<file path="src/rtl/sd_cmd_arbiter.sv">
// sd_cmd_arbiter: round-robin two-requester SD command arbiter with send/response sequencing, timeouts and retry.
module sd_cmd_arbiter #(
  parameter logic [15:0] TIMEOUT_CYCLES = 16'd5000,
  parameter int          MAX_RETRY      = 2
) (
  input  logic         ex_clk,
  input  logic         ex_resetn,
  input  logic [1:0]   req,
  input  logic [37:0]  req_cmd0,
  input  logic [37:0]  req_cmd1,
  input  logic [1:0]   req_rtype0,
  input  logic [1:0]   req_rtype1,
  output logic         send_en,
  output logic [37:0]  send_cmd_content,
  input  logic         sd_cmd_sending,
  output logic         receive_en,
  output logic         R2_response,
  input  logic         sd_receive_finished,
  input  logic         crc_response_err,
  input  logic [126:0] response,
  output logic [1:0]   grant,
  output logic [1:0]   done,
  output logic [1:0]   err_code,
  output logic [126:0] resp_data
);
  typedef enum logic [2:0] {IDLE, SEND, SENDING, WAIT_RESP, DONE} state_t;
  state_t         state_q;
  logic [1:0]     grant_q, done_q, err_q, rtype_q;
  logic [37:0]    cmd_q;
  logic [126:0]   resp_q;
  logic [15:0]    cnt_q;
  logic [7:0]     retry_q;
  logic           send_en_q, receive_en_q, r2_q, seen_q, last_q;
  logic           win, tmo, can_retry;
  assign win       = &req ? ~last_q : req[1];
  assign tmo       = cnt_q >= TIMEOUT_CYCLES - 16'd1;
  assign can_retry = retry_q < 8'(MAX_RETRY);
  assign send_en          = send_en_q;
  assign send_cmd_content = cmd_q;
  assign receive_en       = receive_en_q;
  assign R2_response      = r2_q;
  assign grant            = grant_q;
  assign done             = done_q;
  assign err_code         = err_q;
  assign resp_data        = resp_q;
  always_ff @(posedge ex_clk or negedge ex_resetn) begin
    if (!ex_resetn) begin
      state_q      <= IDLE;
      grant_q      <= '0;
      done_q       <= '0;
      err_q        <= '0;
      rtype_q      <= '0;
      cmd_q        <= '0;
      resp_q       <= '0;
      cnt_q        <= '0;
      retry_q      <= '0;
      send_en_q    <= 1'b0;
      receive_en_q <= 1'b0;
      r2_q         <= 1'b0;
      seen_q       <= 1'b0;
      last_q       <= 1'b1;
    end else begin
      // the timeout counter only runs in the two wait states and restarts on every entry
      cnt_q <= (state_q == SENDING || state_q == WAIT_RESP) ? ((&cnt_q) ? cnt_q : cnt_q + 16'd1) : '0;
      case (state_q)
        IDLE: if (|req) begin
          grant_q   <= win ? 2'b10 : 2'b01;
          last_q    <= win;
          cmd_q     <= win ? req_cmd1 : req_cmd0;
          rtype_q   <= win ? req_rtype1 : req_rtype0;
          retry_q   <= '0;
          send_en_q <= 1'b1;
          state_q   <= SEND;
        end
        SEND: begin
          send_en_q <= 1'b0;
          seen_q    <= 1'b0;
          state_q   <= SENDING;
        end
        SENDING: if (sd_cmd_sending) seen_q <= 1'b1;
        else if (seen_q) begin
          if (rtype_q == 2'b00) begin
            done_q  <= grant_q;
            err_q   <= 2'b00;
            state_q <= DONE;
          end else begin
            receive_en_q <= 1'b1;
            r2_q         <= rtype_q == 2'b10;
            cnt_q        <= '0;
            state_q      <= WAIT_RESP;
          end
        end else if (tmo) begin
          done_q  <= grant_q;
          err_q   <= 2'b11;
          state_q <= DONE;
        end
        WAIT_RESP: if (sd_receive_finished || tmo) begin
          if (sd_receive_finished) resp_q <= response;
          receive_en_q <= 1'b0;
          r2_q         <= 1'b0;
          if (sd_receive_finished && !crc_response_err) begin
            done_q  <= grant_q;
            err_q   <= 2'b00;
            state_q <= DONE;
          end else if (can_retry) begin
            retry_q   <= retry_q + 8'd1;
            send_en_q <= 1'b1;
            state_q   <= SEND;
          end else begin
            done_q  <= grant_q;
            err_q   <= sd_receive_finished ? 2'b01 : 2'b10;
            state_q <= DONE;
          end
        end
        DONE: begin
          done_q  <= '0;
          grant_q <= '0;
          state_q <= IDLE;
        end
        default: state_q <= IDLE;
      endcase
    end
  end
endmodule

</file>
<file path="config.mk">
export PLATFORM = sky130hd
export DESIGN_NAME = sd_cmd_arbiter
export DESIGN_NICKNAME = d
export VERILOG_FILES = /design/src/rtl/sd_cmd_arbiter.sv
export SDC_FILE = /design/constraint.sdc
export NUM_CORES = 1
export LEC_CHECK = 0
export ABC_AREA = 1
export CAP_MARGIN = 0
export CELL_PAD_IN_SITES_DETAIL_PLACEMENT = 1
export CELL_PAD_IN_SITES_GLOBAL_PLACEMENT = 1
export CORE_MARGIN = 4
export CORE_UTILIZATION = 33
export DETAILED_ROUTE_END_ITERATION = 7
export HOLD_SLACK_MARGIN = 0.1
export PLACE_DENSITY_LB_ADDON = 0.1
export SETUP_SLACK_MARGIN = 0.4
export SYNTH_ARGS = -nofsm -noshare
export SYNTH_HDL_FRONTEND = slang
export SYNTH_SLANG_ARGS = --single-unit
export TNS_END_PERCENT = 30
</file>
<file path="constraint.sdc">
create_clock -name ex_clk -period 2.08 [get_ports ex_clk]
set_clock_uncertainty 0.15 [all_clocks]
set_input_delay 0.312 -clock ex_clk [delete_from_list [all_inputs] [get_ports ex_clk]]
set_output_delay 0.312 -clock ex_clk [all_outputs]
set_load 0.02 [all_outputs]
</file>
-- Yosys cells after proc, flatten, opt, wreduce, memory -nomap -nowiden
Index checks and enable logic that the tools add are counted.
W data, S select, Z words.
- output and inout port bits: 174
- logic and storage cells: 119
- flip-flop bits (word level): 205
- input bits: 214
- magnitude comparators: 2
- reduce and logical (&&, ||, !) cells: 25
- add/sub/neg operators: 2
- multiplexer cells: 59
- equal/unequal tests: 16
- bitwise gates (word level): 1
- operators with widths (operator ; count):
    $mux W16 ; 6
    $mux W38 ; 1
    $mux W2 ; 18
    $mux W8 ; 4
    $mux W3 ; 8
    $add A16 B1 Y16 const B ; 1
    $ge A16 B13 Y1 const B ; 1
    $pmux W8 S2 ; 1
    $reduce_and A16 Y1 ; 1
    $reduce_and A5 Y1 ; 3
    $ne A2 B2 Y1 const B ; 7
    $mux W1 ; 13
    $pmux W3 S4 ; 1
    $reduce_and A6 Y1 ; 2
    $add A8 B1 Y8 const B ; 1
    $lt A8 B2 Y1 const B ; 1
    $pmux W2 S2 ; 2
    $reduce_and A2 Y1 ; 4
    $reduce_bool A2 Y1 ; 4
    $eq A3 B2 Y1 const B ; 2
    $ne A3 B2 Y1 const B ; 2
    $pmux W1 S2 ; 3
    $pmux W2 S3 ; 1
    $reduce_bool A3 Y1 ; 2
    other kinds (15) ; 16

-- Longest topological paths before layout
Gate-level depths: netlist (run 1).
- depth after elaboration: 7
- gate-level depth with buffers: 11
- gate-level depth less buffers: 11

-- Worst setup path before layout (run 1)
Ideal clock, no wire load.
- path kind: register -> register
- start: register cnt_q[0]
- end: register send_en_q (netlist: send_en)
- path slack: 0.340 ns
- data required time: 1.801 ns
- buffers on the path: 0
- period minus slack after synthesis: 1.740 ns
- setup time: 0.129 ns
- stages on the path, launching flop included: 12
- data arrival time: 1.461 ns
- cells stage by stage: dfrtp_1 -> ha_1 -> nand2_2 -> nand3_1 -> nand2_1 -> nand2_1 -> nand2_1 -> nand2_1 -> nand2_2 -> inv_4 -> nor2_1 -> nor2_1
- longest elaborated chain between the ends: 4
- RTL lines (element ; line ; RTL):
    start: declaration ; 31 ; logic [15:0] cnt_q;
    start signal: assignment ; 64 ; cnt_q <= (state_q == SENDING || state_q == WAIT_RESP) ? ((&cnt_q) ? cnt_q : cnt_q + 16'd1) : '0;
    $ge A16 B13 Y1 ; 36 ; assign tmo = cnt_q >= TIMEOUT_CYCLES - 16'd1;
    $logic_or A1 B1 Y1 ; 97 ; WAIT_RESP: if (sd_receive_finished || tmo) begin
    $ne A2 B1 Y1 (no line) ; -- ;
    $reduce_and A5 Y1 (no line) ; -- ;
    end signal: assignment ; 57 ; send_en_q <= 1'b0;
    end signal: assignment ; 72 ; send_en_q <= 1'b1;
    end signal: assignment ; 107 ; send_en_q <= 1'b1;
    end: declaration ; 33 ; logic send_en_q, receive_en_q, r2_q, seen_q, last_q;
Every way passes these cells.
A chain may end at the register's enable or synchronous reset.

-- Worst setup path after layout (run 1)
- start: register state_q[2]
- end: register resp_q[73] (netlist: resp_data[73])
- longest elaborated chain between the ends: 2
- RTL lines (element ; line ; RTL):
    start: declaration ; 27 ; state_t state_q;
    start signal: assignment ; 48 ; state_q <= IDLE;
    start signal: assignment ; 73 ; state_q <= SEND;
    start signal: assignment ; 78 ; state_q <= SENDING;
    $eq A3 B2 Y1 ; 65 ; case (state_q)
    $reduce_and A3 Y1 (no line) ; -- ;
    end signal: assignment ; 98 ; if (sd_receive_finished) resp_q <= response;
    end: declaration ; 30 ; logic [126:0] resp_q;
Every way passes these cells.

==> results of run 1 <==
power breakdown:
part           leakage, nW  internal, mW  switching (mW)
combinational         4.28          5.25            5.64
sequential            2.52          5.81            1.08
clock                0.415          2.71            1.73
cells by family (layout without fill, tap and decap cells):
family                   Yosys count  after routing
AO/OA/AOI/OAI                    115            115
XOR/XNOR                           4              4
adder cells (fa/ha/maj)            2              2
buffers and inverters             79            536
flip-flops                       205            205
multiplexers                     127            127
other                              0              3
AND/OR/NAND/NOR                  234            236
timing repair:
item                                   4_1_cts  5_1_grt
cloned                                       1        4
hold buffers                                 1        0
endpoints found under the hold margin      204        0
pin swaps                                    3       18
resized for setup                          434       95
setup endpoints to repair                  365      294
buffers inserted                             9       21
cells in the mapped netlist, types with 5 or more instances:
cell type	instances
a21oi_1	9
buf_2	5
buf_6	16
clkbuf_1	11
dfrtp_1	204
inv_1	41
inv_2	5
mux2_2	7
mux2_4	120
nand2_1	97
nand2_2	7
nand3_1	26
nor2_1	80
nor3_1	6
o21ai_0	91
o21ai_1	5
sequential cells by signal, indices dropped and copies added, names as in the netlist, 2 cells and up:
signal            cells
done                  2
grant                 2
err_code              2
rtype_q               2
retry_q               8
state_q               3
send_cmd_content     38
cnt_q                16
resp_data           127
layer usage:
layer | part of all wire (%) | vias to the layer above | wire, um | GRT usage (%)
met5 | 0.038 | - | 13 | 0
li1 | - | 3468 | - | -
met2 | 51 | 256 | 17700 | 37.7
met4 | 2.4 | 2 | 829 | 5.08
met3 | 7.8 | 51 | 2670 | 6.18
met1 | 39 | 3673 | 13300 | 25.1
how the worst max path moves through the flow:
stage,endpoint,slack (ps),cells past startpoint
floorplan,send_en,400,11
global placement,resp_data[14],110,4
detailed placement,resp_data[14],80,4
CTS,resp_data[73],300,6
global route,retry_q[0],220,10
finish,resp_data[73],290,6
worst max-delay path: cells and delay by family, from the launching register on:
family                 cells  cell delay [ps]
buffers and inverters      2              320
DFF                        1              400
and+or+nand+nor            3              440
muxes                      1              320
cell type report:
type,count,area [um2],share of cell area (%)
flip-flops and latches,205,5140,34.1
clock buffers,33,696,4.62
multi-input cells,484,3910,26.0
well taps,372,465,3.09
repair buffers,445,4530,30.0
diodes,3,7.51,0.0498
clock inverters,11,130,0.863
inverters,47,196,1.30
through the flow:
stage          hold WS (ps)  power (mW)  setup WS, ps  util [%]  instances
2_1_floorplan          -134        12.6           402         -        766
3_3_place_gp            131        17.8           112      50.0       1517
3_5_place_dp            133        17.9          80.5      50.0       1517
4_1_cts                 143        21.8           299      53.5       1572
5_1_grt                 161        23.4           222      55.6       1600
6_report                145        22.2           293      55.6       1600
==> impl_results.md, run 1 <==
- CP required: ~2300 ps
- DRT antenna net count: 0
- Core area: 27100 um2
- Compound-Gate Fraction of Synth Area: about 6.6%
- Vias per cell: roughly 4.7
- # fillers: 2859
- Type of the worst setup path: reg2reg
- Post-synthesis mux area share: between 20 and 25%
- Max-Cap Viols: 0
- Htree depth: 1
- Worst reg2reg path depth: 6
- Port Buf Inserts: approximately 390
- Sequential element share of the synthesized area: approximately 56%
- Crit-path max FO: 25
- Synthesized area: around 9000 um2
- Critical path's largest stage delay: 400 ps
- Post-DP HPWL: around 24 mm
- Hold Vio Cnt, Final: 0
- Max Slew Vio Count: 0
- Row Count: 60
- Register bit total from synthesis: approximately 200
- Worst-path clk slew: 60 ps
- DP Area: around 14000 um2
- Adder-Cell Fraction of Synth Area: less than 1%
- TritonCTS clock tree: built
- Synth Net Count: a little under 1000
- RR Endpoint: resp_data[73]
- Die H: roughly 170 um
- Sink Count: about 210
- Pin count of the biggest net entering global routing: 47
- Synth unique cells: 38
- RSZ-0062 raised after global routing: yes
- Primary FF master, synth: dfrtp_1
- Initial antenna violation count: 4
- Worst-skew pair later-pin latency: approximately 520 ps
- Synthesis Warnings: 0
- Synth Area in Simple Gates: about 11%
- Crit path time final: ~1800 ps
- Final net count: roughly 1400
- Proportion of layout cells with a drive suffix above 1: about a third
- Arr. time, crit path: a little over 2000 ps
- Synth-to-Final Area Change: 65.0%
- Max Root-Sink Buffers: 3
- Crit-path cells: inv_2, nand2_4, nor2_8, nand2_8, buf_12, mux2_4
- CP endpoint kind: register
- Starting Density: ~34%
- Crit share post-route: 85.9%
- CP max-delay cell: dfrtp_1
- Final setup vio count: 0
- Routed WL: ~34 mm
- GRT Overall Usage: between 20% and 30%
- First-pass GRT wire length: around 50 mm
- Setup_tns: 0 ps
- TritonCTS Buffers: 25
- GPL Wtd Cong: 0.771
- Worst VDD drop: 0.542 mV
- Worst setup startpoint: state_q[2]
- Via count: approximately 7500
- Synth Instances: about 770
- Slew @ Worst Pin: 470 ps
- Final Cell Area: 15100 um2
- Die Wd: between 150 and 200 um
- Mapped Avg Cell Area: roughly 12 um2
- First drt pass iteration count: 4
- Number of flops mapped to enable cells by yosys: 0
- Grt total ovfl: 0
- R2r startpoint: state_q[2]
- Hold WC Path Type: in2async
- Post-synthesis async set-or-reset flop share: 100%
- Max Fclk: 560 MHz
- DR iter-0 viols: 302
- Largest family of logic cells by synthesized area: multiplexers
- Slew HR: approximately 68%
- # DRC: 0
- Lkg Pwr: 7.21 nW
- Crit path launch type: register
- Commonest non-fill, non-tap cell in the layout: clkdlybuf4s50_1
- Root Buffer: clkbuf_16
- Total Die Area: 30400 um2
- Most frequent cells in the layout: clkdlybuf4s50_1 (212), dfrtp_1 (199), mux2_4 (120)
- Ranking of synthesized cells by area: dfrtp_1 (56%), mux2_4 (20%), o21ai_0 (5.0%), nand2_1 (4.0%), nor2_1 (3.3%)
- Num ports: about 390
- Share of the synthesized area in the top cell type: a little under three fifths
- Vias in the first global route: 7847
- Power density over the cells: about 1500 nW/um2
- Xor and xnor fraction of the mapped netlist area: less than 1%
- WL/cell: ~22 um
- Yosys top cell by area: dfrtp_1
- Status: complete, no violations
- R2R setup slack: 290 ps
Power figures use the tool's default switching activity.
==> run 2: changes to the inputs <==
CORE_UTILIZATION = 45   (was 33)
DONT_BUFFER_PORTS = 1   (was default)
SLEW_MARGIN = 20   (was default)
==> impl_results.md, run 2 (synthesis results as in run 1) <==
- FF/Latch Area: 5130 um2 (about the same)
- Via count: 7359 (-1.2%)
- Starting Density: 46.3% (+13 points)
- Vias per cell: 5.61 (+21%)
- Hold Vio Cnt, Final: 205 (+205)
- Slew @ Worst Pin: 575 ps (+105 ps)
- Worst-skew pair later-pin latency: 540 ps (+20 ps)
- Max Root-Sink Buffers: 3 (unchanged)
- Crit path launch type: register
- Crit share post-route: 84.0% (-1.9 points)
- CP max-delay cell: dfrtp_1
- DR WL met2: 20.0 mm (+13%)
- First-pass GRT wire length: 51.7 mm (+3.1%)
- Sink Count: 205 (unchanged)
- Crit-path cells: nor2_2, nand2_2, a21oi_4, buf_12, clkbuf_16, o21ai_0, o21ai_0
- Routed WL: 38.0 mm (+10%)
- Final Cell Area: 13100 um2 (-13%)
- Max Used Layer: met5
- Htree depth: 1 (unchanged)
- Failing checks: negative hold slack
- GRT Overall Usage: 30.0% (+8.8 points)
- Most frequent cells in the layout: dlygate4sd3_1 (213), dfrtp_1 (202), mux2_4 (120)
- Setup_tns: 0 ps (unchanged)
- DRT antenna net count: 0 (unchanged)
- R2r startpoint: state_q[1]
- Crit path time final: 1750 ps (-39.2 ps)
- Worst-path clk slew: 60 ps (about the same)
- WHS: -685 ps (-830 ps)
- Grt total ovfl: 0 (unchanged)
- Num ports: 388 (unchanged)
- Area of the multi-input gates: 3860 um2 (-1.3%)
- Final setup vio count: 0 (unchanged)
- RSZ-0062 raised after global routing: yes
- Initial antenna violation count: 6 (+2)
- Worst VDD drop: 0.731 mV (+35%)
- Crit path max-delay family: compound AO/OA/AOI/OAI gates
- Synth-to-Final Area Change: 43.8%
- Worst setup startpoint: state_q[1]
- # DRC: 0 (unchanged)
- Proportion of layout cells with a drive suffix above 1: 28.1% (-5.9 points)
- Critical path's largest stage delay: 420 ps (+20 ps)
- CP endpoint kind: register
- CP dominant cell by count: o21ai_0
- Max Fclk: 572 MHz (+2.2%)
- Crit-path max FO: 10 (-60%)
- Arr. time, crit path: 2030 ps (about the same)
- TritonCTS clock tree: built
- DR iter-0 viols: 435 (+44%)
- First drt pass iteration count: 4 (unchanged)
- Wire length on met3: 3.46 mm (+29%)
- Die H: 150 um (-14%)
- Slew HR: 61.4% (-7.0 points)
- Post-DP HPWL: 19.3 mm (-21%)
- Vias in the first global route: 8022 (+2.2%)
- M1 WL: 12.8 mm (-3.6%)
- Commonest non-fill, non-tap cell in the layout: dlygate4sd3_1
- Max reg flops: 127 (unchanged)
- Max Slew Vio Count: 0 (unchanged)
- Max-Cap Viols: 0 (unchanged)
- Pin count of the biggest net entering global routing: 206 (+340%)
- CP required: 2360 ps (+30 ps)
- DP Area: 9330 um2 (-31%)
- Type of the worst setup path: reg2reg
- Core area: 19700 um2 (-27%)
- Total Die Area: 22600 um2 (-26%)
- TritonCTS Buffers: 23 (-8.0%)
- Final net count: 1239 (-13%)
- Status: finished, violations left
- Die Wd: 150 um (-14%)
- WL/cell: 29.0 um (+35%)
- Buf/Inv on CP: 2 (unchanged)
- # fillers: 1863 (-35%)
- Hold WC Path Type: in2async
- Root Buffer: clkbuf_16
- GPL Wtd Cong: 0.834 (+8.2%)
- Power density over the cells: 1560 nW/um2 (+5.9%)
- Port Buf Inserts: 0 (-100%)
- Row Count: 51 (-15%)
- Lkg Pwr: 6.33 nW (-12%)
==> run 2: changes by cell type in the layout (fill, tap and decap cells not counted), moves of 4 or more <==
| cell | delta |
|---|---|
| diode_2 | +5 |
| dlygate4sd3_1 | +212 |
| dlygate4sd2_1 | -65 |
| clkinv_2 | -7 |
| clkdlybuf4s50_1 | -212 |
| inv_2 | -4 |
| buf_2 | -13 |
| buf_4 | -7 |
| nor2_1 | +5 |
| o21ai_2 | +8 |
| buf_12 | -5 |
| o21ai_0 | -8 |
| clkdlybuf4s15_2 | -96 |
==> run 2: final cells by class <==
type	instances	share of cell area (%)
Antenna cell	8	0.152
Clock buffer	34	5.31
Clock inverter	6	0.934
Inverter	47	1.50
Multi-Input combinational cell	482	29.4
Sequential cell	205	39.1
Tap cell	265	2.52
Timing Repair Buffer	264	21.1
==> run 2: final timing paths <==
| path | end | slack [ps] | cells past startpoint |
|---|---|---|---|
| max | send_cmd_content[11] | 330 | 7 |
| min | resp_data[98] | -680 | 0 |
| max reg2reg | send_cmd_content[11] | 330 | 7 |
| min reg2reg | retry_q[4] | 360 | 2 |
| max in group asynchronous | cnt_q[8] | 2050 | 0 |
| min in group ex_clk | done[0] | 80 | 4 |
==> run 2: metal layers <==
| metal | vias to the layer above | GRT usage [%] |
|---|---|---|
| met4 | 2 | 10.2 |
| met5 | - | 0 |
| li1 | 3086 | - |
| met3 | 120 | 10.5 |
| met1 | 3752 | 32.2 |
| met2 | 399 | 54.6 |
==> run 2: repair_timing <==
item,in CTS,in global routing
pin swaps,12,22
setup buffers,25,9
endpoints found under the hold margin,390,216
gates resized for setup,50,70
gates cloned,1,7
setup endpoints to repair,191,198
hold buffers,209,4
==> run 2: report_power, final <==
part	switching [mW]	internal [mW]	total (mW)
Sequential	4.16	5.77	9.93
Clock	1.77	2.70	4.47
Combinational	2.76	3.34	6.09
Total	8.69	11.8	20.5
==> run 2: stage by stage <==
step / hold WS, ps / util [%] / instances / setup WS, ps / total power, mW
global placement: -129 / 47.3 / 1008 / 216 / 13.7
floorplan: -134 / - / 766 / 402 / 12.6
global route: -707 / 66.6 / 1310 / 233 / 21.3
finish: -685 / 66.6 / 1311 / 333 / 20.5
CTS: -686 / 64.2 / 1283 / 373 / 19.1
detailed placement: -129 / 47.3 / 1008 / 129 / 14.0
